### config.mk
export PLATFORM = sky130hd
export DESIGN_NAME = shift_deser
export DESIGN_NICKNAME = d
export VERILOG_FILES = /design/src/rtl/shift_deser.sv
export SDC_FILE = /design/constraint.sdc
export NUM_CORES = 1
export LEC_CHECK = 0
export ABC_CLOCK_PERIOD_IN_PS = 1700
export BUFFER_PORTS_ARGS = -buffer_cell sky130_fd_sc_hd__buf_2
export CAP_MARGIN = 10
export CORE_MARGIN = 2
export CORE_UTILIZATION = 45
export DETAILED_ROUTE_END_ITERATION = 7
export PLACE_DENSITY = 0.65
export SYNTH_ARGS = -nofsm -noshare
export SYNTH_HDL_FRONTEND = slang
export SYNTH_SLANG_ARGS = --single-unit
### constraint.sdc
create_clock -name clk -period 1.7 [get_ports clk]
set_input_delay 0.34 -clock clk [delete_from_list [all_inputs] [get_ports clk]]
set_output_delay 0.34 -clock clk [all_outputs]
set_load 0.01 [all_outputs]
### src/rtl/shift_deser.sv
// Serial-to-parallel deserializer (MSB-first) with a 2-entry output FIFO and sticky overrun flag.
// Optional even-parity check enabled by defining SHIFT_DESER_PARITY_EN.
module shift_deser #(
  parameter int WIDTH = 4
) (
  input  logic             clk,
  input  logic             rst_n,
  input  logic             serial_in,
  input  logic             start,
  input  logic             pause,
  output logic [WIDTH-1:0] data_out,
  output logic             out_valid,
  input  logic             out_ready,
  output logic             busy,
  output logic             overrun,
  output logic             parity_err
);

  localparam int CW = $clog2(WIDTH + 1);
  localparam logic [CW-1:0] LAST = CW'(WIDTH - 1);

`ifdef SHIFT_DESER_PARITY_EN
  typedef enum logic [1:0] {IDLE, SHIFT, PARITY} state_t;
`else
  typedef enum logic [0:0] {IDLE, SHIFT} state_t;
`endif

  state_t            state;
  logic [CW-1:0]     count;
  logic [WIDTH-1:0]  shreg;
  logic [WIDTH-1:0]  word_next;
  logic              push;
  logic [WIDTH-1:0]  push_data;

  logic [WIDTH-1:0]  mem [2];
  logic              rd_ptr;
  logic              wr_ptr;
  logic [1:0]        fill;
  logic              pop;
  logic              full;

  assign word_next = {shreg[WIDTH-2:0], serial_in};
  assign busy      = (state != IDLE);

  // A completed word is offered to the FIFO on the edge that samples its final bit.
  always_comb begin
    push      = 1'b0;
    push_data = word_next;
`ifdef SHIFT_DESER_PARITY_EN
    push_data = shreg;
    if (state == PARITY && !pause && ((^shreg ^ serial_in) == 1'b0))
      push = 1'b1;
`else
    if (state == SHIFT && !pause && count == LAST)
      push = 1'b1;
`endif
  end

  always_ff @(posedge clk or negedge rst_n) begin
    if (!rst_n) begin
      state <= IDLE;
      count <= '0;
      shreg <= '0;
`ifdef SHIFT_DESER_PARITY_EN
      parity_err <= 1'b0;
`endif
    end else begin
`ifdef SHIFT_DESER_PARITY_EN
      parity_err <= 1'b0;
`endif
      if (!pause) begin
        case (state)
          IDLE: begin
            if (start) begin
              shreg <= {{(WIDTH-1){1'b0}}, serial_in};
              count <= CW'(1);
              state <= SHIFT;
            end
          end
          SHIFT: begin
            if (count == LAST) begin
`ifdef SHIFT_DESER_PARITY_EN
              shreg <= word_next;
              count <= CW'(WIDTH);
              state <= PARITY;
`else
              shreg <= '0;
              count <= '0;
              state <= IDLE;
`endif
            end else begin
              shreg <= word_next;
              count <= count + 1'b1;
            end
          end
`ifdef SHIFT_DESER_PARITY_EN
          PARITY: begin
            parity_err <= ^shreg ^ serial_in;
            shreg      <= '0;
            count      <= '0;
            state      <= IDLE;
          end
`endif
          default: state <= IDLE;
        endcase
      end
    end
  end

`ifndef SHIFT_DESER_PARITY_EN
  assign parity_err = 1'b0;
`endif

  assign out_valid = (fill != 2'd0);
  assign full      = (fill == 2'd2);
  assign pop       = out_valid && out_ready;
  assign data_out  = out_valid ? mem[rd_ptr] : '0;

  // When full, a simultaneous pop frees the slot the push writes into, so both proceed.
  always_ff @(posedge clk or negedge rst_n) begin
    if (!rst_n) begin
      mem[0]  <= '0;
      mem[1]  <= '0;
      rd_ptr  <= 1'b0;
      wr_ptr  <= 1'b0;
      fill    <= 2'd0;
      overrun <= 1'b0;
    end else begin
      if (push && full && !pop)
        overrun <= 1'b1;
      if (push && (!full || pop)) begin
        mem[wr_ptr] <= push_data;
        wr_ptr      <= ~wr_ptr;
      end
      if (pop)
        rd_ptr <= ~rd_ptr;
      if (push && (!full || pop) && !pop)
        fill <= fill + 2'd1;
      else if (pop && !push)
        fill <= fill - 2'd1;
    end
  end

endmodule

# Word level (Yosys, flattened, before mapping)
# Cells that the tools add are included.
[totals]
input_bits = 6
reg_bits = 20
elab_cells = 60
[op_classes]
n_reduce_logical = 17
n_addsub = 3
muxes = 19
magnitude_cmp = 3
eq_ne = 3
bitwise = 6
[op_table]
columns = ["operator", "count"]
rows = [
  ["4-bit 2-to-1 mux", 5],
  ["3-bit 2-to-1 mux", 4],
  ["3-bit case mux with 2 select lines", 2],
  ["1-bit logical AND", 9],
  ["8-bit bitwise mux", 1],
  ["4-bit demux with 1-bit select", 1],
  ["2-bit greater-or-equal comparator (second input constant)", 2],
  ["1-bit zero test", 4],
  ["2-bit 2-to-1 mux", 2],
  ["1-bit inverter", 4],
  ["1-bit inverter with 2-bit output", 2],
  ["2-bit nonzero test", 2],
  ["3-bit by 1-bit adder with 3-bit output (second input constant)", 1],
  ["3-bit by 2-bit equality test with 1-bit output (second input constant)", 1],
  ["1-bit 2-to-1 mux", 3],
  ["2-bit by 1-bit adder with 2-bit output (second input constant)", 1],
  ["2-bit equality test (second input constant)", 1],
  ["2-bit by 1-bit less-than comparator with 1-bit output (second input constant)", 1],
  ["2-bit inequality test (second input constant)", 1],
  ["1-bit case mux with 2 select lines", 1],
  ["2-bit AND reduction", 1],
  ["2-bit by 1-bit subtractor with 2-bit output (second input constant)", 1],
  ["1-bit logical OR", 1],
]

# Logic depth before layout (Yosys ltp)
# Gate-level depths: netlist of the first run.
[depth]
depth_word = 8
depth_mapped = 4
ltp_nobuf = 4

# Worst setup path after synthesis of the first run
# No wires, ideal clock.
[synth_timing]
path_type = "register to register"
startpoint = "register count[0]"
endpoint = "register mem[4] (netlist name)"
required_time_ns = 1.575
path_buffers = 0
synth_period_minus_slack_ns = 1.411
path_slack_ns = 0.289
t_arrival_ns = 1.286
stages_incl_launch_ff = 5
cell_sequence = "dfrtp_1 -> ha_1 -> nand4bb_4 -> nor3_4 -> mux2_2"
[synth_via]
elab_chain_len = 4
[synth_rtl]
columns = ["item", "line", "source"]
rows = [
  ["start: declaration", "29", "logic [CW-1:0] count;"],
  ["start signal: assignment", "93", "count <= count + 1'b1;"],
  ["3-bit by 2-bit equality test with 1-bit output", "54", "if (state == SHIFT && !pause && count == LAST)"],
  ["1-bit logical AND", "54", ""],
  ["1-bit 2-to-1 mux", "54", ""],
  ["1-bit logical AND", "131", "if (push && (!full || pop)) begin"],
  ["end signal: indexed assignment", "132", "mem[wr_ptr] <= push_data;"],
  ["end: declaration", "35", "logic [WIDTH-1:0] mem [2];"],
]
# No other way between the ends.
# A chain may end at the register's enable or synchronous reset.

# Worst setup path after layout of the first run
[layout_timing]
startpoint = "register count[0]"
endpoint = "register mem[7] (netlist name)"
# The elaborated chain is that of the path after synthesis.

==> results of run 1 <==
logic make-up after synthesis:
family / share of synthesized area [%]
AO/OA/AOI/OAI: 12.1
XOR/XNOR: 0.865
adder cells (fa/ha/maj): 1.24
buffers and inverters: 2.97
flip-flops: 49.4
multiplexers: 14.3
other: 0.370
AND/OR/NAND/NOR: 18.7
per-stage QoR:
| stage | utilization, % | cell area [um^2] | setup WS [ns] |
|---|---|---|---|
| 6_report | 53.0 | 1150 | 0.122 |
| 5_1_grt | 53.0 | 1150 | 0.0267 |
| 4_1_cts | 52.8 | 1140 | 0.0521 |
| 3_5_place_dp | 50.5 | 1100 | 0.144 |
| 3_3_place_gp | 50.5 | 1100 | 0.219 |
| 2_1_floorplan | - | 1010 | 0.289 |
registers in the layout (all words and copies together) (netlist names):
signal,count
mem,8
wr_ptr,1
overrun,1
busy,1
shreg,3
fill,2
rd_ptr,1
count,3
cells in the final DEF, fill, tap and decap left out, drive strengths merged, types with 3 or more instances in the layout:
cell	netlist	final
dfrtp	20	20
buf	1	12
a21oi	4	4
nand2b	3	3
nor3	3	3
o21ai	3	3
mux2	8	8
mux2i	4	4
nor2	6	6
clkbuf	1	4
a22o	3	3
nand2	4	4
inv	5	5
how the worst min path moves through the flow:
stage	slack, ns	endpoint	cells after the start
after floorplan	0.04	busy	0
after global placement	0.31	busy	1
after detailed placement	0.32	busy	1
after CTS	0.30	busy	3
after global routing	0.31	mem[0]	2
final	0.31	busy	3
layout make-up:
cell class | instances | share of cell area (%)
Clock buffer | 4 | 3.16
Inverter | 5 | 1.63
Multi-Input combinational cell | 55 | 42.5
Sequential cell | 20 | 43.5
Tap cell | 28 | 3.05
Timing Repair Buffer | 13 | 6.09
power groups by stage:
stage	sequential [uW]	combinational [uW]	clock, uW
finish	836	568	277
global route	868	632	303
CTS	831	571	289
detailed placement	842	561	0
global placement	830	544	0
floorplan	777	464	0
worst max-delay path, delay by kind of cell, from the launching register on:
family / cells / cell delay [ns]
and+or+nand+nor: 2 / 0.44
muxes: 1 / 0.37
adders and majority gates: 1 / 0.27
DFF: 1 / 0.40
timing repair:
| action | in CTS | in global routing |
|---|---|---|
| gates resized for setup | 1 | 1 |
| hold buffers | 1 | 0 |
| hold endpoints to repair | 20 | 0 |
| pin swaps | 0 | 0 |
| setup endpoints to repair | 1 | 1 |
layer usage:
metal,global-route usage (%),vias up,wire (um)
met1,22.3,329,861
met2,27.8,10,891
met4,7.89,0,14
met3,2.63,2,60
met5,0,-,0
li1,-,329,-
==> out/results.txt, run 1 <==
R2R setup slack: 0.12 ns
status: finished clean
Area contributors post-synth: dfrtp_1, mux2_4, mux2_2
switch share: 34.9%
most frequent cell after synthesis: dfrtp_1
clock-pin slew on the worst setup and hold paths: 0.12 ns
vias in the first global route: 684
Starting Density: 46.7%
sequential share of power: 49.7%
post-CTS setup buffers: 0
Clock Power Share: 16.5%
Max H-tree Level: 1
CTS tree: done
Cell variety after synth: 32
Synth top cells by count: dfrtp_1, nor2_1, inv_1
Slowest cell on crit path: dfrtp_1
gr usage total: 17.1%
Finished Layout Cells: 125
kind of critical path: reg -> reg
pin count of the biggest net entering global routing: 21
total power: 1680 uW
worst hold margin: 0.307 ns
combinational group share of total power: 33.8%
max incr delay on CP: 0.40 ns
end of the worst register-to-register path: mem[7]
Max Freq: 634 MHz
Synth warnings: 0
Synth Flop Type: dfrtp_1
Overflow after GRT: 0
Min Clock Period, post-route: 1.58 ns
Mapped Cells: 82
fin crit share: 92.9%
Iter 0 DRT Violations: 8
detailed-route wire length per cell: 14.6 um
hold_sp: start
static leakage power: 0.000573 uW
worst path arrival time: 1.77 ns
Detailed Place HPWL: 1.37 mm
first-pass GRT wire length: 3.27 mm
initial antenna violation count: 0
fraction of layout cells with a size suffix above 1: 34.0%
pwr dens: 1460 nW/um^2
Buffers on Ports: 12
R2R Path Start: count[0]
peak supply drop: 0.000742 V
# placed instances: 120
startpoint types: flop
DIE WIDTH: 51.4 um
Setup Skew: 0.00373 ns
Worst Setup SP: count[0]
Vias/cell: 5.36
GP Congestion: 0.762
worst setup path endpoint: mem[7]
total CTS buffers: 3
Final setup viols: 0
Die Height: 51.4 um
setup_tns: 0 ns
syn nets: 89
core area: 2170 um^2
Fin. Hold Viols: 0
First-pass DRT Iterations: 3
Die ar.: 2640 um^2
DRC: 0
R2R cell count: 4
Seq. cell area: 500 um^2
routed wire length: 1.83 mm
P_int: 1090 uW
syn_area_per_cell: 12.3 um^2
post-synth top area cell: dfrtp_1
root buf cell: clkbuf_4
total number of vias: 670
CTS Buffer Depth: 2
NetSw: 587 uW
Sink Count: 20
unrepaired setup endpoints after global routing: no
Pins Over Slew Limit: 0
CP max FO: 6
antenna-violating nets left: 0
Post-synth ARST share: 100%
Yosys reg bits: 20
Multi-input gate area: 489 um^2
ant diodes: 0
Skew-Pair Late Insertion Delay: 0.30 ns
Layout Area Growth over Synthesis: 13.6%
WP data required: 1.89 ns
max_cap viols: 0
# rows: 17
# nets final: 105
register area share after synthesis: 49.4%
Worst setup EP type: flop
Post-synth EDFFs: 0
Post-Syn Area: 1010 um^2
IO Pins: 14
critical-path cell list: ha_1 > nand4bb_4 > nor3_4 > mux2_2
hold crit path type: in -> reg
# fillers: 210
top cell type's share of synthesized area: 49.4%
Power figures use the tool's default switching activity.
==> run 2, diff against run 1 <==
CORE_ASPECT_RATIO = 0.8   (was unset)
==> run 2 against run 1 <==
Hold slack worse by 0.0091 ns. Flip-flop and latch count unchanged. Clock power up 40%. Final cell count down 2.4%. Core utilization up 1.3 points.
==> out/results.txt, run 2 (synthesis results as in run 1) <==
status: finished clean
DIE WIDTH: 57.0 um (+11%)
post-CTS setup buffers: 0 (unchanged)
# fillers: 190 (-9.5%)
max_cap viols: 0 (unchanged)
ant diodes: 0 (unchanged)
CP max FO: 5 (-1)
sequential share of power: 47.0% (-2.7 points)
commonest non-fill, non-tap cell in the layout: dfrtp_1
peak supply drop: 0.000902 V (+22%)
total number of vias: 657 (-1.9%)
# placed instances: 117 (-2.5%)
Iter 0 DRT Violations: 11 (+3)
total power: 1780 uW (+5.9%)
detailed-route wire length per cell: 13.9 um (-5.3%)
WP data required: 1.36 ns (-0.53 ns)
Final setup viols: 0 (unchanged)
Pins Over Slew Limit: 0 (unchanged)
Vias/cell: 5.39 (+0.47%)
Max H-tree Level: 1 (unchanged)
root buf cell: clkbuf_4
routed wire length: 1.69 mm (-7.6%)
worst path arrival time: 1.24 ns (-0.53 ns)
Skew-Pair Late Insertion Delay: 0.31 ns (about the same)
register name with the most flops: mem
startpoint types: flop
IO Pins: 14 (unchanged)
hold crit path type: in -> reg
Post-Route Utilization: 54.3% (+1.3 points)
total CTS buffers: 3 (unchanged)
Starting Density: 47.3% (+0.65 points)
wire length on met3: 105 um (+75%)
CTS tree: done
Max Freq: 631 MHz (-0.35%)
First-pass DRT Iterations: 4 (+1)
Largest register FFs: 8 (unchanged)
setup_tns: 0 ns (unchanged)
highest-count cells in the layout ignoring fill and taps: dfrtp_1, buf_2, inv_1, nor2_1
GP Congestion: 0.753 (-1.1%)
combinational group share of total power: 31.1% (-2.7 points)
Die Height: 46.4 um (-9.7%)
gr usage total: 15.7% (-1.4 points)
Finished Layout Cells: 122 (-2.4%)
clock-pin slew on the worst setup and hold paths: 0.12 ns (about the same)
Overflow after GRT: 0 (unchanged)
worst hold margin: 0.298 ns (-0.00913 ns)
DRC: 0 (unchanged)
fin crit share: 93.2% (+0.33 points)
core area: 2140 um^2 (-1.4%)
Detailed Place HPWL: 1.27 mm (-7.2%)
Buffers on Ports: 12 (unchanged)
top routing layer used: met4
pwr dens: 1530 nW/um^2 (+4.8%)
pin count of the biggest net entering global routing: 21 (unchanged)
NetSw: 580 uW (-1.2%)
Largest regs: mem (8), count (3), shreg (3)
Setup Skew: 0.00932 ns (+0.00559 ns)
Layout Area Growth over Synthesis: 14.8%
Clock Power Share: 21.9% (+5.4 points)
static leakage power: 0.000580 uW (+1.2%)
fraction of layout cells with a size suffix above 1: 34.0% (unchanged)
Die ar.: 2650 um^2 (about the same)
M1 wire length: 834 um (-3.1%)
unrepaired setup endpoints after global routing: no
CTS Buffer Depth: 2 (unchanged)
Fin. Hold Viols: 0 (unchanged)
switch share: 32.6% (-2.4 points)
vias in the first global route: 628 (-8.2%)
# rows: 15 (-2)
initial antenna violation count: 0 (unchanged)
Min Clock Period, post-route: 1.58 ns (+0.00558 ns)
antenna-violating nets left: 0 (unchanged)
P_int: 1200 uW (+9.8%)
Worst setup EP type: output pin
# nets final: 105 (unchanged)
Met2 Wirelength: 735 um (-18%)
Sink Count: 20 (unchanged)
first-pass GRT wire length: 2.99 mm (-8.4%)
kind of critical path: reg -> out
-- run 2: cell count changes in the layout (fill, tap and decap cells not counted), sizes merged --
| cell | previous run | this run |
|---|---|---|
| bufinv | 0 | 1 |
| clkbuf | 4 | 3 |
-- run 2: power groups by stage --
| stage | sequential [uW] | clock [uW] | combinational, uW |
|---|---|---|---|
| after CTS | 835 | 405 | 559 |
| final | 837 | 389 | 554 |
| after detailed placement | 845 | 0 | 555 |
| after global routing | 866 | 420 | 626 |
| after global placement | 831 | 0 | 542 |
| after floorplan | 777 | 0 | 464 |
-- run 2: cell type report --
class / count / area, um^2 / share of cell area [%]
tap: 25 / 31.3 / 2.69
clock buffer: 3 / 22.5 / 1.94
timing repair buffer: 13 / 70.1 / 6.03
sequential: 20 / 500 / 43.1
multi-input combinational: 55 / 489 / 42.1
clock inverter: 1 / 30.0 / 2.58
inverter: 5 / 18.8 / 1.61
-- run 2: through the flow --
step | instance area [um^2] | setup WS (ns)
after global placement | 1090 | 0.210
final | 1160 | 0.116
after CTS | 1160 | 0.0274
after detailed placement | 1090 | 0.153
after global routing | 1160 | 0.0236
after floorplan | 1010 | 0.289
-- run 2: worst paths after layout --
| check | endpoint | startpoint | slack, ns | cells after the start |
|---|---|---|---|---|
| setup / recovery | data_out[0] | rd_ptr | 0.12 | 3 |
| hold / removal | mem[0] | serial_in | 0.30 | 2 |
| setup reg to reg | mem[5] | count[0] | 0.15 | 4 |
| hold reg to reg | overrun | overrun | 0.46 | 1 |
| max in group asynchronous | count[1] | rst_n | 0.89 | 2 |
| min in group asynchronous | fill[1] | rst_n | 0.49 | 2 |
-- run 2: worst max-delay path, stage by stage (launching register included) --
cell,delay [ns]
dfrtp_1,0.52
mux2i_1,0.22
nor2_1,0.05
buf_2,0.13
-- run 2: repair_timing --
| item | CTS | global route |
|---|---|---|
| hold buffers | 1 | 0 |
| resized for setup | 1 | 1 |
| endpoints found under the setup margin | 5 | 1 |
| hold endpoints to repair | 20 | 0 |
-- run 2: metal layers --
| metal | vias to the layer above | GRT usage, % |
|---|---|---|
| met1 | 320 | 19.8 |
| li1 | 321 | - |
| met4 | 0 | 5.58 |
| met3 | 2 | 6.46 |
| met5 | - | 0 |
| met2 | 14 | 24.8 |
==> run 3, diff against run 2 <==
PLACE_DENSITY = 0.69   (was 0.65)
==> run 3 against run 2 <==
Core utilization down 0.76 points. First-iteration DRC count up 36%. Via count up 0.76%. Total power down 5.7%. Critical path depth unchanged. Worst setup slack better by 0.019 ns. Final area down 1.4%. Final cell count unchanged. Combinational power up 3%. Clock-buffer cell count up 1. Clock power down 30%. Critical path type unchanged. Largest cell class unchanged. Largest power group unchanged. Highest routed layer unchanged.
==> out/results.txt, run 3 (synthesis results as in run 1) <==
pwr dens: 1470 nW/um^2 (-4.4%)
R2R setup slack: 0.16 ns (about the same)
kind of critical path: reg -> out
root buf cell: clkbuf_4
pin count of the biggest net entering global routing: 21 (unchanged)
WP data required: 1.36 ns (about the same)
Pins Over Slew Limit: 0 (unchanged)
worst path arrival time: 1.22 ns (-0.02 ns)
CTS tree: done
fraction of layout cells with a size suffix above 1: 34.0% (unchanged)
Overflow after GRT: 0 (unchanged)
Fin. Hold Viols: 0 (unchanged)
Buffers on Ports: 12 (unchanged)
register name with the most flops: mem
detailed-route wire length per cell: 14.8 um (+6.7%)
DIE WIDTH: 57.0 um (unchanged)
# fillers: 196 (+3.2%)
Worst setup EP type: output pin
DRC: 0 (unchanged)
status: finished clean
first-pass GRT wire length: 3.12 mm (+4.1%)
Finished Layout Cells: 122 (unchanged)
hold crit path type: in -> reg
Die ar.: 2650 um^2 (unchanged)
antenna-violating nets left: 0 (unchanged)
total number of vias: 662 (+0.76%)
min setup slack post-route: 0.135 ns (+0.0193 ns)
unrepaired setup endpoints after global routing: no
peak supply drop: 0.000923 V (+2.2%)
static leakage power: 0.000573 uW (-1.2%)
CTS Buffer Depth: 2 (unchanged)
hold path endpoint: busy
Iter 0 DRT Violations: 15 (+4)
max_cap viols: 0 (unchanged)
total power: 1680 uW (-5.7%)
Skew-Pair Late Insertion Delay: 0.30 ns (about the same)
highest-count cells in the layout ignoring fill and taps: dfrtp_1, buf_2, inv_1, nor2_1
# rows: 15 (unchanged)
Final setup viols: 0 (unchanged)
Min Clock Period, post-route: 1.56 ns (-0.0193 ns)
# placed instances: 117 (unchanged)
Largest regs: mem (8), count (3), shreg (3)
vias in the first global route: 669 (+6.5%)
R2R Path Start: count[0]
CP max FO: 5 (unchanged)
Detailed Place HPWL: 1.39 mm (+9.5%)
clock-pin slew on the worst setup and hold paths: 0.11 ns (about the same)
Setup Skew: 0.00370 ns (-0.00562 ns)
fin crit share: 92.0% (-1.1 points)
Layout Area Growth over Synthesis: 13.2%
commonest non-fill, non-tap cell in the layout: dfrtp_1
gr usage total: 16.6% (+0.83 points)
Max H-tree Level: 1 (unchanged)
Largest register FFs: 8 (unchanged)
R2R cell count: 4 (unchanged)
First-pass DRT Iterations: 4 (unchanged)
GP Congestion: 0.765 (+1.5%)
core area: 2140 um^2 (unchanged)
pre-CTS setup slack: 0.163 ns (+0.00954 ns)
Vias/cell: 5.43 (+0.76%)
startpoint types: flop
Starting Density: 47.3% (unchanged)
ant diodes: 0 (unchanged)
hold path depth: 3 (+1)
Die Height: 46.4 um (unchanged)
# nets final: 105 (unchanged)
end of the worst register-to-register path: mem[7]
total CTS buffers: 3 (unchanged)
initial antenna violation count: 0 (unchanged)
routed wire length: 1.80 mm (+6.7%)
IO Pins: 14 (unchanged)
Sink Count: 20 (unchanged)
worst hold margin: 0.298 ns (-0.000352 ns)
setup_tns: 0 ns (unchanged)
hold_sp: start
Max Freq: 639 MHz (+1.2%)
==> run 3: cell types whose count changed in the layout (fill, tap and decap cells not counted) <==
cell       change
bufinv_16      -1
clkbuf_8       +1
==> run 3: critical path, cell delays in order (launching register included) <==
cell,delay [ns]
dfrtp_1,0.49
mux2i_1,0.24
nor2_1,0.06
buf_2,0.13
==> run 3: final cells by class <==
type                       instances  area, um^2  area share [%]
clock buffer                       4        36.3            3.17
multi-input combinational         55         489            42.7
timing repair buffer              13        70.1            6.11
tap                               25        31.3            2.73
inverter                           5        18.8            1.64
sequential                        20         500            43.7
==> run 3: metal layers <==
layer	GRT usage (%)	part of all wire (%)
met5	0	0
met4	8.84	2.6
met3	5.06	4.4
met2	25.1	45
met1	21.7	48
==> run 3: worst max path at each step <==
stage,start,end,slack [ns],depth (start not counted)
after floorplan,count[0],mem[4],0.29,4
after global placement,count[0],mem[4],0.21,4
after detailed placement,count[0],mem[7],0.16,4
after CTS,fill[0],out_valid,0.06,3
after global routing,rd_ptr,data_out[3],0.02,3
final,rd_ptr,data_out[0],0.14,3
==> run 3: timing repair <==
action | CTS | global route
hold buffers | 1 | 0
endpoints found under the hold margin | 20 | 0
setup endpoints to repair | 1 | 2
setup buffers | 0 | 0
gates resized for setup | 1 | 1
==> run 3: where the power goes <==
part	internal (uW)	total (uW)	switching [uW]
logic	317	569	252
registers	647	839	191
clock network	131	271	140
==> run 3: per-stage QoR <==
stage / utilization (%) / instance area, um^2
floorplan: - / 1010
global placement: 51.1 / 1090
detailed placement: 51.1 / 1090
CTS: 53.3 / 1140
global route: 53.6 / 1150
finish: 53.6 / 1150
